## src/rtl/uart_tx_arbiter.sv

```systemverilog
// Round-robin arbiter that shares one UART THR among N_REQ byte-stream requesters.
// The grant is held for a whole packet (ended by req_last). A stalled owner is dropped after TIMEOUT cycles.
module uart_tx_arbiter #(
  parameter int N_REQ   = 4,
  parameter int TIMEOUT = 1024
) (
  input  logic               CLK,
  input  logic               RST,
  input  logic [N_REQ-1:0]   req_valid,
  input  logic [8*N_REQ-1:0] req_data,
  input  logic [N_REQ-1:0]   req_last,
  output logic [N_REQ-1:0]   req_ready,
  input  logic               thr_ready,
  output logic               thr_wr_en,
  output logic [7:0]         thr_data,
  output logic [N_REQ-1:0]   grant,
  output logic               busy,
  output logic               err_timeout,
  output logic [2:0]         err_id,
  output logic [1:0]         dbg_state
);

  // Handshake: a byte moves from requester i when req_valid[i] && req_ready[i] are both high
  // at a rising CLK edge. req_ready is combinational and is high only for the owner in SEND,
  // where it follows thr_ready.
  localparam int IW = $clog2(N_REQ);
  localparam int CW = (TIMEOUT > 1) ? $clog2(TIMEOUT + 1) : 1;
  localparam logic [CW:0] TMO = (CW+1)'(TIMEOUT);

  typedef enum logic [1:0] {IDLE = 2'd0, SEND = 2'd1, WRITE = 2'd2} state_t;

  state_t           state_q, state_d;
  logic [IW-1:0]    ptr_q, ptr_d;
  logic [N_REQ-1:0] grant_q, grant_d;
  logic             busy_q, busy_d;
  logic             wr_q, wr_d;
  logic [7:0]       data_q, data_d;
  logic             last_q, last_d;
  logic [CW-1:0]    cnt_q, cnt_d;
  logic [CW:0]      cnt_inc;
  logic             err_q, err_d;
  logic [2:0]       err_id_q, err_id_d;

  logic             win_found;
  logic [IW-1:0]    win_idx;
  logic [IW-1:0]    cand;
  logic [7:0]       owner_data;

  // ptr always holds the current or most recent owner, so it doubles as the owner index.
  assign owner_data = req_data[{ptr_q, 3'b000} +: 8];

  // Search starts one past ptr so the previous winner is considered last.
  always_comb begin
    win_found = 1'b0;
    win_idx   = '0;
    cand      = '0;
    for (int k = 1; k <= N_REQ; k++) begin
      cand = IW'((int'(ptr_q) + k) % N_REQ);
      if (!win_found && req_valid[cand]) begin
        win_found = 1'b1;
        win_idx   = cand;
      end
    end
  end

  always_comb begin
    state_d   = state_q;
    ptr_d     = ptr_q;
    grant_d   = grant_q;
    wr_d      = 1'b0;
    data_d    = data_q;
    last_d    = last_q;
    cnt_d     = cnt_q;
    err_d     = 1'b0;
    err_id_d  = err_id_q;
    req_ready = '0;
    cnt_inc   = {1'b0, cnt_q} + (CW+1)'(1);
    case (state_q)
      IDLE: begin
        if (win_found) begin
          state_d          = SEND;
          ptr_d            = win_idx;
          grant_d          = '0;
          grant_d[win_idx] = 1'b1;
          cnt_d            = '0;
        end
      end
      SEND: begin
        req_ready[ptr_q] = thr_ready;
        if (req_valid[ptr_q] && thr_ready) begin
          data_d  = owner_data;
          wr_d    = 1'b1;
          last_d  = req_last[ptr_q];
          cnt_d   = '0;
          state_d = WRITE;
        end else if (!req_valid[ptr_q]) begin
          if (TIMEOUT != 0 && cnt_inc == TMO) begin
            state_d  = IDLE;
            grant_d  = '0;
            err_d    = 1'b1;
            err_id_d = 3'(ptr_q);
            cnt_d    = '0;
          end else if (TIMEOUT != 0) begin
            cnt_d = cnt_inc[CW-1:0];
          end
        end else begin
          // Owner is presenting data but the THR is full: the stall run is broken.
          cnt_d = '0;
        end
      end
      WRITE: begin
        if (last_q) begin
          state_d = IDLE;
          grant_d = '0;
        end else begin
          state_d = SEND;
        end
      end
      default: state_d = IDLE;
    endcase
    busy_d = |grant_d;
  end

  always_ff @(posedge CLK or posedge RST) begin
    if (RST) begin
      state_q  <= IDLE;
      ptr_q    <= IW'(N_REQ - 1);
      grant_q  <= '0;
      busy_q   <= 1'b0;
      wr_q     <= 1'b0;
      data_q   <= 8'h00;
      last_q   <= 1'b0;
      cnt_q    <= '0;
      err_q    <= 1'b0;
      err_id_q <= 3'd0;
    end else begin
      state_q  <= state_d;
      ptr_q    <= ptr_d;
      grant_q  <= grant_d;
      busy_q   <= busy_d;
      wr_q     <= wr_d;
      data_q   <= data_d;
      last_q   <= last_d;
      cnt_q    <= cnt_d;
      err_q    <= err_d;
      err_id_q <= err_id_d;
    end
  end

  assign thr_wr_en   = wr_q;
  assign thr_data    = data_q;
  assign grant       = grant_q;
  assign busy        = busy_q;
  assign err_timeout = err_q;
  assign err_id      = err_id_q;
  assign dbg_state   = state_q;

endmodule

```

## config.mk

```make
export PLATFORM = sky130hd
export DESIGN_NAME = uart_tx_arbiter
export DESIGN_NICKNAME = d
export VERILOG_FILES = /design/src/rtl/uart_tx_arbiter.sv
export SDC_FILE = /design/constraint.sdc
export NUM_CORES = 1
export LEC_CHECK = 0
export BUFFER_PORTS_ARGS = -buffer_cell sky130_fd_sc_hd__clkbuf_2
export CAP_MARGIN = 40
export CORE_MARGIN = 4
export CORE_UTILIZATION = 40
export DETAILED_ROUTE_END_ITERATION = 7
export REMOVE_ABC_BUFFERS = 1
export SETUP_SLACK_MARGIN = 0.15
export SKIP_LAST_GASP = 1
export SLEW_MARGIN = 40
export SYNTH_ARGS = -nofsm -noshare
export SYNTH_HDL_FRONTEND = slang
export SYNTH_SLANG_ARGS = --single-unit
```

## constraint.sdc

```tcl
create_clock -name CLK -period 5.95 [get_ports CLK]
set_input_delay 1.19 -clock CLK [delete_from_list [all_inputs] [get_ports CLK]]
set_output_delay 1.19 -clock CLK [all_outputs]
set_load 0.005 [all_outputs]
```

Word-level counts from Yosys, hierarchy flattened
Cells that the tools add are included.

operators by class
  add/sub/neg operators = 5
  $lt $le $gt $ge = 8
  eq/ne operators = 6
  shift-type cells = 1
  multiplexer cells = 48
  bitwise logic cells = 3
  reduce and logical (&&, ||, !) cells = 17

operator list
  cell                   number
  $mux 11                4
  $shiftx 32x6->8        1
  $mux 4                 6
  $pmux 11 s2            1
  $mux 1                 19
  $lt 2x3->1 const B     6
  $mux 2                 8
  $add 11x1->12 const B  1
  $bmux 1 s2             6
  $eq 12x11->1 const B   1
  $pmux 4 s3             1
  $logic_and 1x1->1      6
  $ne 3x3->1 const B     2
  $pmux 2 s3             1
  $reduce_and 2->1       3
  $add 2x1->2 const B    2
  $add 2x2->2 const B    2
  $and 4x4->4            1
  $demux 1 s2            2
  $ge 2x1->1 const B     2
  $reduce_and 4->1       1
  $reduce_or 4->1        1
  $logic_not 1->1        3
  $reduce_and 3->1       1
  other kinds (6)        7

storage, ports and cells
  register bits = 33
  input port bits = 43
  output and inout bits = 24
  word-level logic and storage cells = 98

Depth between registers and ports, before layout
Gate-level depths: netlist of the first run.

  depth in word-level cells = 20
  gate-level depth with buffers = 9
  mapped depth without buffers = 7

Worst setup path before layout of the first run
Ideal clock, no wire load.

  kind = input-to-reg
  start point = input req_valid[3]
  end point = register err_id_q[0] (netlist: err_id[0])
  library setup time = 0.125 ns
  arrival = 2.678 ns
  data required time = 5.825 ns
  path slack = 3.147 ns
  stages = 5
  buffers on the path = 1
  cells stage by stage = mux4_2 > or2_1 > buf_6 > nor3_4 > mux2_4

on the way
  word-level cells in the longest chain between the ends = 5
  elaborated cells on any way between the ends = 6
  classes of those cells = 2 x mux; 2 x bitwise; 2 x reduce/logical

RTL lines
  item                                   RTL line  source
  start, declared                        9         input logic [N_REQ-1:0] req_valid,
  $bmux 1 s2 (*)                         90, 96
  $mux 1 (not written as such) (*)       90, 96
  $logic_and 1x1->1                      90        if (req_valid[ptr_q] && thr_ready) begin
  $not 1->1 (no source line)             -
  $reduce_and 4->1 (no source line) (*)  -
  end signal, assigned                   146       err_id_q <= err_id_d;
  end, declared                          42        logic [2:0] err_id_q, err_id_d;

Every way passes the cells marked *; elsewhere a longest branch is shown, timed or not. The select of a mux whose other input is x is not followed.
A chain may end at the register's enable or synchronous reset.

Worst setup path after layout of the first run
  start point = register ptr_q[0]
  end point = register grant_q[2] (netlist: grant[2])

on the way
  word-level cells in the longest chain between the ends = 19
  elaborated cells on any way between the ends = 38
  classes of those cells = 4 x add/sub; 2 x order compare; 24 x mux; 8 x reduce/logical

RTL lines
  item                                                            RTL line  source
  start, declared                                                 33        logic [IW-1:0] ptr_q, ptr_d;
  start signal, assigned                                          127       ptr_q <= IW'(N_REQ - 1);
  start signal, assigned                                          138       ptr_q <= ptr_d;
  $add 2x1->2                                                     58        cand = IW'((int'(ptr_q) + k) % N_REQ);
  $bmux 1 s2                                                      59        if (!win_found && req_valid[cand]) begin
  $mux 1 (not written as such)                                    59
  $mux 1                                                          59
  $logic_not 1->1                                                 59
  $logic_and 1x1->1                                               59
  $mux 1                                                          59
  $logic_not 1->1                                                 59
  (+4 left out)                                                   -
  $mux 2                                                          59
  $lt 2x3->1 (not written as such) or $ge 2x1->1 (tied branches)  84        grant_d[win_idx] = 1'b1;
  $logic_and 1x1->1 (not written as such)                         84
  $mux 1 (not written as such)                                    84
  $demux 1 s2                                                     84
  $mux 4                                                          80        if (win_found) begin
  $pmux 4 s3 (*)                                                  78        case (state_q)
  named net grant_d[2]                                            34        logic [N_REQ-1:0] grant_q, grant_d;
  end signal, assigned                                            139       grant_q <= grant_d;
  end, declared                                                   34

The timed path passes the listed nets; every way through them passes the cells marked *. The select of a mux whose other input is x is not followed.

==> results.tsv, run 1 <==
metric	value	unit
status	complete, no violations	
synth.top_cell.area_share	32.8	%
p_sw_share	38.6	%
power.leakage	0.00129	uW
crit_path_start_kind	flop	
syn_area	2370	sq um
power.density	400	nW/um^2
dp_slack	2.73	ns
track_usage	16.7	%
worstPathArrival	3.41	ns
vias	2008	
io_buffers	65	
core	5610	sq um
grt_pass1_vias	1976	
synth_edf_count	0	
async_flop_share	100	%
numCtsBuffers	5	
ys_seq_area_share	35.0	%
via_per_inst	5.62	
hold_buffers	0	
cts.sinks	33	
timing.final.crit_share	54.1	%
avgSynthCellArea	10.4	sq um
die_w	84.9	um
wl_per_cell	15.8	um
dr.pass1.iters	4	
antenna_cells	0	
intPower	686	uW
postCtsSetupRepairBufs	0	
postRouteWirelength	5650	um
drc	0	
rsz0062_at_grt	false	
grt_pass1_wl	9790	um
total_power	1120	uW
clk_pin_slew_worst_paths	0.06	ns
initial_utilization	42.2	%
clock-root-buffer	clkbuf_8	
finalHoldViolations	0	
end_kind	flop	
die_h	84.9	um
antenna_found_initial	0	
drt_iter0_markers	110	
fmax	310	MHz
cts_tree	yes	
syn_inst	228	
postRouteAntennaNets	0	
crit_slowest_cell	dfstp_2	
synth_top_cell_by_area	dfrtp_1	
area_delta_synth_final	18.1	%
setup_viol	0	
ys.flop_type	dfrtp_1	
yosysUniqueCellTypes	60	
fin_nets	332	
insertion_delay	0.28	ns
r2r_cells	7	
hold_path_class	flop to flop	
ys_ff_latch	33	
crit_required	6.14	ns
overflow	0	
clk_path_buf_depth	2	
cts-resized-gates	0	
ir_drop	0.259	mV
yosys_warnings	0	
maxCapViolations	0	
seqPwrFrac	35.3	%
combPwrFrac	48.2	%
crit_path_max_fanout	29	
switchingPower	432	uW
p_clk_share	16.5	%
cts_max_level	2	
worstHoldPathCells	1	
setup_ws	2.73	ns
gp_congestion	0.822	
relSlewSlack	47.8	%
synthTopCellsByArea	dfrtp_1 33%, mux4_2 10%, mux2_2 4.3%	
min_period	3.22	ns
crit_type	flop to flop	
io_pins	67	
drv_slew	0	
drive_gt1_share	37.9	%
grt_max_degree	30	
dp_hpwl	4260	um
die_area	7210	sq um
tightest_slew	0.781	ns
tns	0	ns
slowest_delay	0.94	ns
skew	0.00485	ns
num_rows	27	
crit_chain	inv_1, ha_1, or4b_2, o2111a_1, o21ai_0, o211ai_1, o32ai_1	
[synth_stat cells (3+ instances only)]
master    number
dfrtp_1       31
nand2_1       17
o21ai_0       15
inv_1         14
mux4_2        11
mux2_2         9
clkbuf_1       8
nand2b_1       8
and3_1         7
nand3_1        7
nor3_1         6
ha_1           5
nor2_1         5
buf_2          4
mux2i_1        4
nand4_1        4
o32ai_1        4
or2_2          4
a21oi_1        3
buf_6          3
nor2b_1        3
nor4_1         3
o31ai_1        3
or4bb_1        3
[power by group through the flow]
| stage | registers, uW | clock network [uW] | logic (uW) |
|---|---|---|---|
| finish | 394 | 185 | 538 |
| global route | 414 | 204 | 605 |
| CTS | 397 | 191 | 545 |
| detailed placement | 401 | 0 | 543 |
| global placement | 398 | 0 | 538 |
| floorplan | 380 | 0 | 388 |
[routing by layer]
metal	routed length [um]	track usage, %
met5	0	0
met4	78	5.18
met3	144	2.62
met2	2930	27.7
met1	2500	22.4
[worst paths after layout]
path | start | to | slack (ns)
max in group asynchronous | RST | ptr_q[1] | 4.37
worst max register to register | ptr_q[0] | grant[2] | 2.73
worst min register to register | last_q | last_q | 0.50
worst max-delay path | ptr_q[0] | grant[2] | 2.73
min in group asynchronous | RST | thr_wr_en | 0.86
worst min-delay path | last_q | last_q | 0.50
[cell usage in the layout, fill, tap and decap left out, drive strengths merged, types with 3 or more instances in the layout]
master	instances
clkbuf	72
o31ai	3
inv	14
o32ai	4
nor4	3
a21oi	3
dfrtp	31
nand3	7
mux2i	4
mux2	11
nor2	5
nand4	4
nand2	17
nor2b	3
or2	5
nand2b	8
and3	7
nor3	7
mux4	11
or4bb	3
o21ai	15
ha	5
[registers in the layout, indices dropped and copies added, names as in the netlist]
name	count
grant	4
dbg_state	2
ptr_q	2
thr_data	8
last_q	1
err_timeout	1
busy	1
cnt_q	11
err_id	2
thr_wr_en	1
[worst max-delay path: cells and delay by family, from the launching register on]
kind / cells / cell delay, ns
compound gates: 4 / 0.67
simple gates: 1 / 0.68
fa+ha+maj: 1 / 0.56
buf+inv: 1 / 0.27
flops: 1 / 0.94
[stage by stage]
| step | instances | utilization, % | instance area, sq um | hold slack [ns] |
|---|---|---|---|---|
| after detailed placement | 349 | 48.1 | 2700 | 0.485 |
| after floorplan | 211 | - | 2270 | 0.470 |
| after global placement | 349 | 48.1 | 2700 | 0.484 |
| after CTS | 357 | 49.9 | 2800 | 0.501 |
| final | 357 | 49.9 | 2800 | 0.498 |
| after global routing | 357 | 49.9 | 2800 | 0.531 |
[area by class of cell]
type                    count  area (sq um)
inverters                  14          52.6
repair buffers             66           333
flip-flops and latches     33           828
well taps                  72          90.1
clock buffers               7          96.3
multi-input cells         164          1390
clock inverters             1          5.00
fillers                   559          2810
[kinds of logic after synthesis]
kind of cell,Yosys count,synth area share [%]
multiplexers,26,17.7
flip-flops,33,35.0
adder cells (fa/ha/maj),5,2.64
AND/OR/NAND/NOR,78,19.6
buffers and inverters,31,6.24
other,1,0.158
AO/OA/AOI/OAI,51,17.5
XOR/XNOR,3,1.11
Note: power is estimated with default switching activity, not from simulation.
==> run 2, diff against run 1 <==
==> constraint.sdc (replaced) <==
create_clock -name CLK -period 3.2 [get_ports CLK]
set_input_delay 0.64 -clock CLK [delete_from_list [all_inputs] [get_ports CLK]]
set_output_delay 0.64 -clock CLK [all_outputs]
set_load 0.005 [all_outputs]
==> results.tsv, run 2 (same netlist as run 1, synthesis figures left out) <==
metric	value	unit	change
wl_per_cell	15.4	um	-2.7%
insertion_delay	0.29	ns	about the same
io_pins	67		unchanged
status	complete, no violations		
die_h	84.9	um	unchanged
grt_pass1_vias	2012		+1.8%
relSlewSlack	61.9	%	+14 points
power.leakage	0.00131	uW	+1.7%
skew	0.00942	ns	+0.00456 ns
die_area	7210	sq um	unchanged
largest_register_ff_count	11		unchanged
initial_utilization	42.2	%	unchanged
vias	2001		-0.35%
timing.final.crit_share	81.4	%	+27 points
drive_gt1_share	39.0	%	+1.1 points
crit_required	3.37	ns	-2.77 ns
drc	0		unchanged
ir_drop	0.492	mV	+90%
io_buffers	65		unchanged
cts_max_level	2		unchanged
r2r_slack	0.59	ns	-2.13 ns
clk_pin_slew_worst_paths	0.07	ns	about the same
dpl.cell_count	354		+1.4%
dp_hpwl	4130	um	-3.2%
postCtsSetupRepairBufs	0		unchanged
cts_tree	yes		
gp_congestion	0.793		-3.6%
fmax	384	MHz	+24%
crit_type	flop to flop		
die_w	84.9	um	unchanged
maxCapViolations	0		unchanged
via_per_inst	5.53		-1.7%
finalHoldViolations	0		unchanged
end_kind	flop		
mostFrequentLayoutCells	65 x clkbuf_2, 31 x dfrtp_1, 17 x nand2_1, 15 x o21ai_0, 14 x inv_1		
crit_path_start_kind	flop		
drt_iter0_markers	120		+9.1%
area_delta_synth_final	19.5	%	
grt_pass1_wl	9430	um	-3.7%
cts.sinks	33		unchanged
fin_nets	337		+1.5%
rsz0062_at_grt	false		
worstPathArrival	2.77	ns	-0.64 ns
hold_ws	0.406	ns	-0.0916 ns
power.density	749	nW/um^2	+87%
r2r_cells	6		-1
postRouteWirelength	5580	um	-1.4%
clk_path_buf_depth	2		unchanged
clock-root-buffer	clkbuf_8		
track_usage	16.0	%	-0.67 points
hold_path_class	primary input to async pin		
final_common_cell	clkbuf_2		
overflow	0		unchanged
numCtsBuffers	5		unchanged
drv_slew	0		unchanged
largest-register	cnt_q		
tightest_slew	0.564	ns	-0.218 ns
antenna_cells	0		unchanged
core	5610	sq um	unchanged
crit_path_max_fanout	7		-76%
antenna_found_initial	0		unchanged
num_rows	27		unchanged
reg2reg_from	cnt_q[0]		
min_period	2.61	ns	-0.615 ns
cts-resized-gates	0		unchanged
postRouteAntennaNets	0		unchanged
setup_viol	0		unchanged
dr.pass1.iters	4		unchanged
grt_max_degree	34		+13%
r2r-end	cnt_q[10]		
hold_buffers	0		unchanged
tns	0	ns	unchanged
stdcell_count	362		+1.4%
[run 2: routing by layer]
| layer | track usage, % | share of wire (%) | up-vias | routed length [um] |
|---|---|---|---|---|
| li1 | - | - | 990 | - |
| met1 | 19.1 | 42 | 966 | 2370 |
| met2 | 28.8 | 53 | 37 | 2940 |
| met3 | 3.11 | 3.3 | 8 | 184 |
| met4 | 5.18 | 1.5 | 0 | 85 |
| met5 | 0 | 0 | - | 0 |
[run 2: area by class of cell]
type                       count  area (sq um)
inverter                      14          52.6
tap                           72          90.1
timing repair buffer          71           370
fill                         557          2780
clock buffer                   6          82.6
multi-input combinational    164          1390
clock inverter                 2          13.8
sequential                    33           828
[run 2: metrics by stage]
stage	instance area, sq um	total power (uW)	util (%)	setup slack, ns
floorplan	2270	1430	-	0.334
global placement	2730	1790	48.7	0.634
detailed placement	2730	1810	48.7	0.570
CTS	2830	2150	50.4	0.569
global route	2830	2300	50.4	0.406
finish	2830	2120	50.4	0.594
[run 2: worst max-delay path, cell delays in order, from the launching register on]
cell and delay (ns):
dfrtp_1 0.42, ha_1 0.28, nand3_1 0.25, or2_2 0.40
a311oi_4 0.46, o21ai_0 0.29, o311ai_1 0.38
[run 2: worst max-delay path by stage]
stage,startpoint,endpoint,slack (ns),cells after the start
6_report,cnt_q[0],cnt_q[10],0.59,6
4_1_cts,cnt_q[0],cnt_q[10],0.57,6
5_1_grt,cnt_q[1],cnt_q[10],0.41,6
2_1_floorplan,ptr_q[0],grant[2],0.33,7
3_3_place_gp,req_valid[2],err_id[0],0.63,5
3_5_place_dp,cnt_q[0],cnt_q[10],0.57,6
[run 2: where the power goes]
group | switching [uW] | internal, uW | total [uW]
clock | 159 | 174 | 333
sequential | 88.0 | 550 | 638
combinational | 582 | 565 | 1150
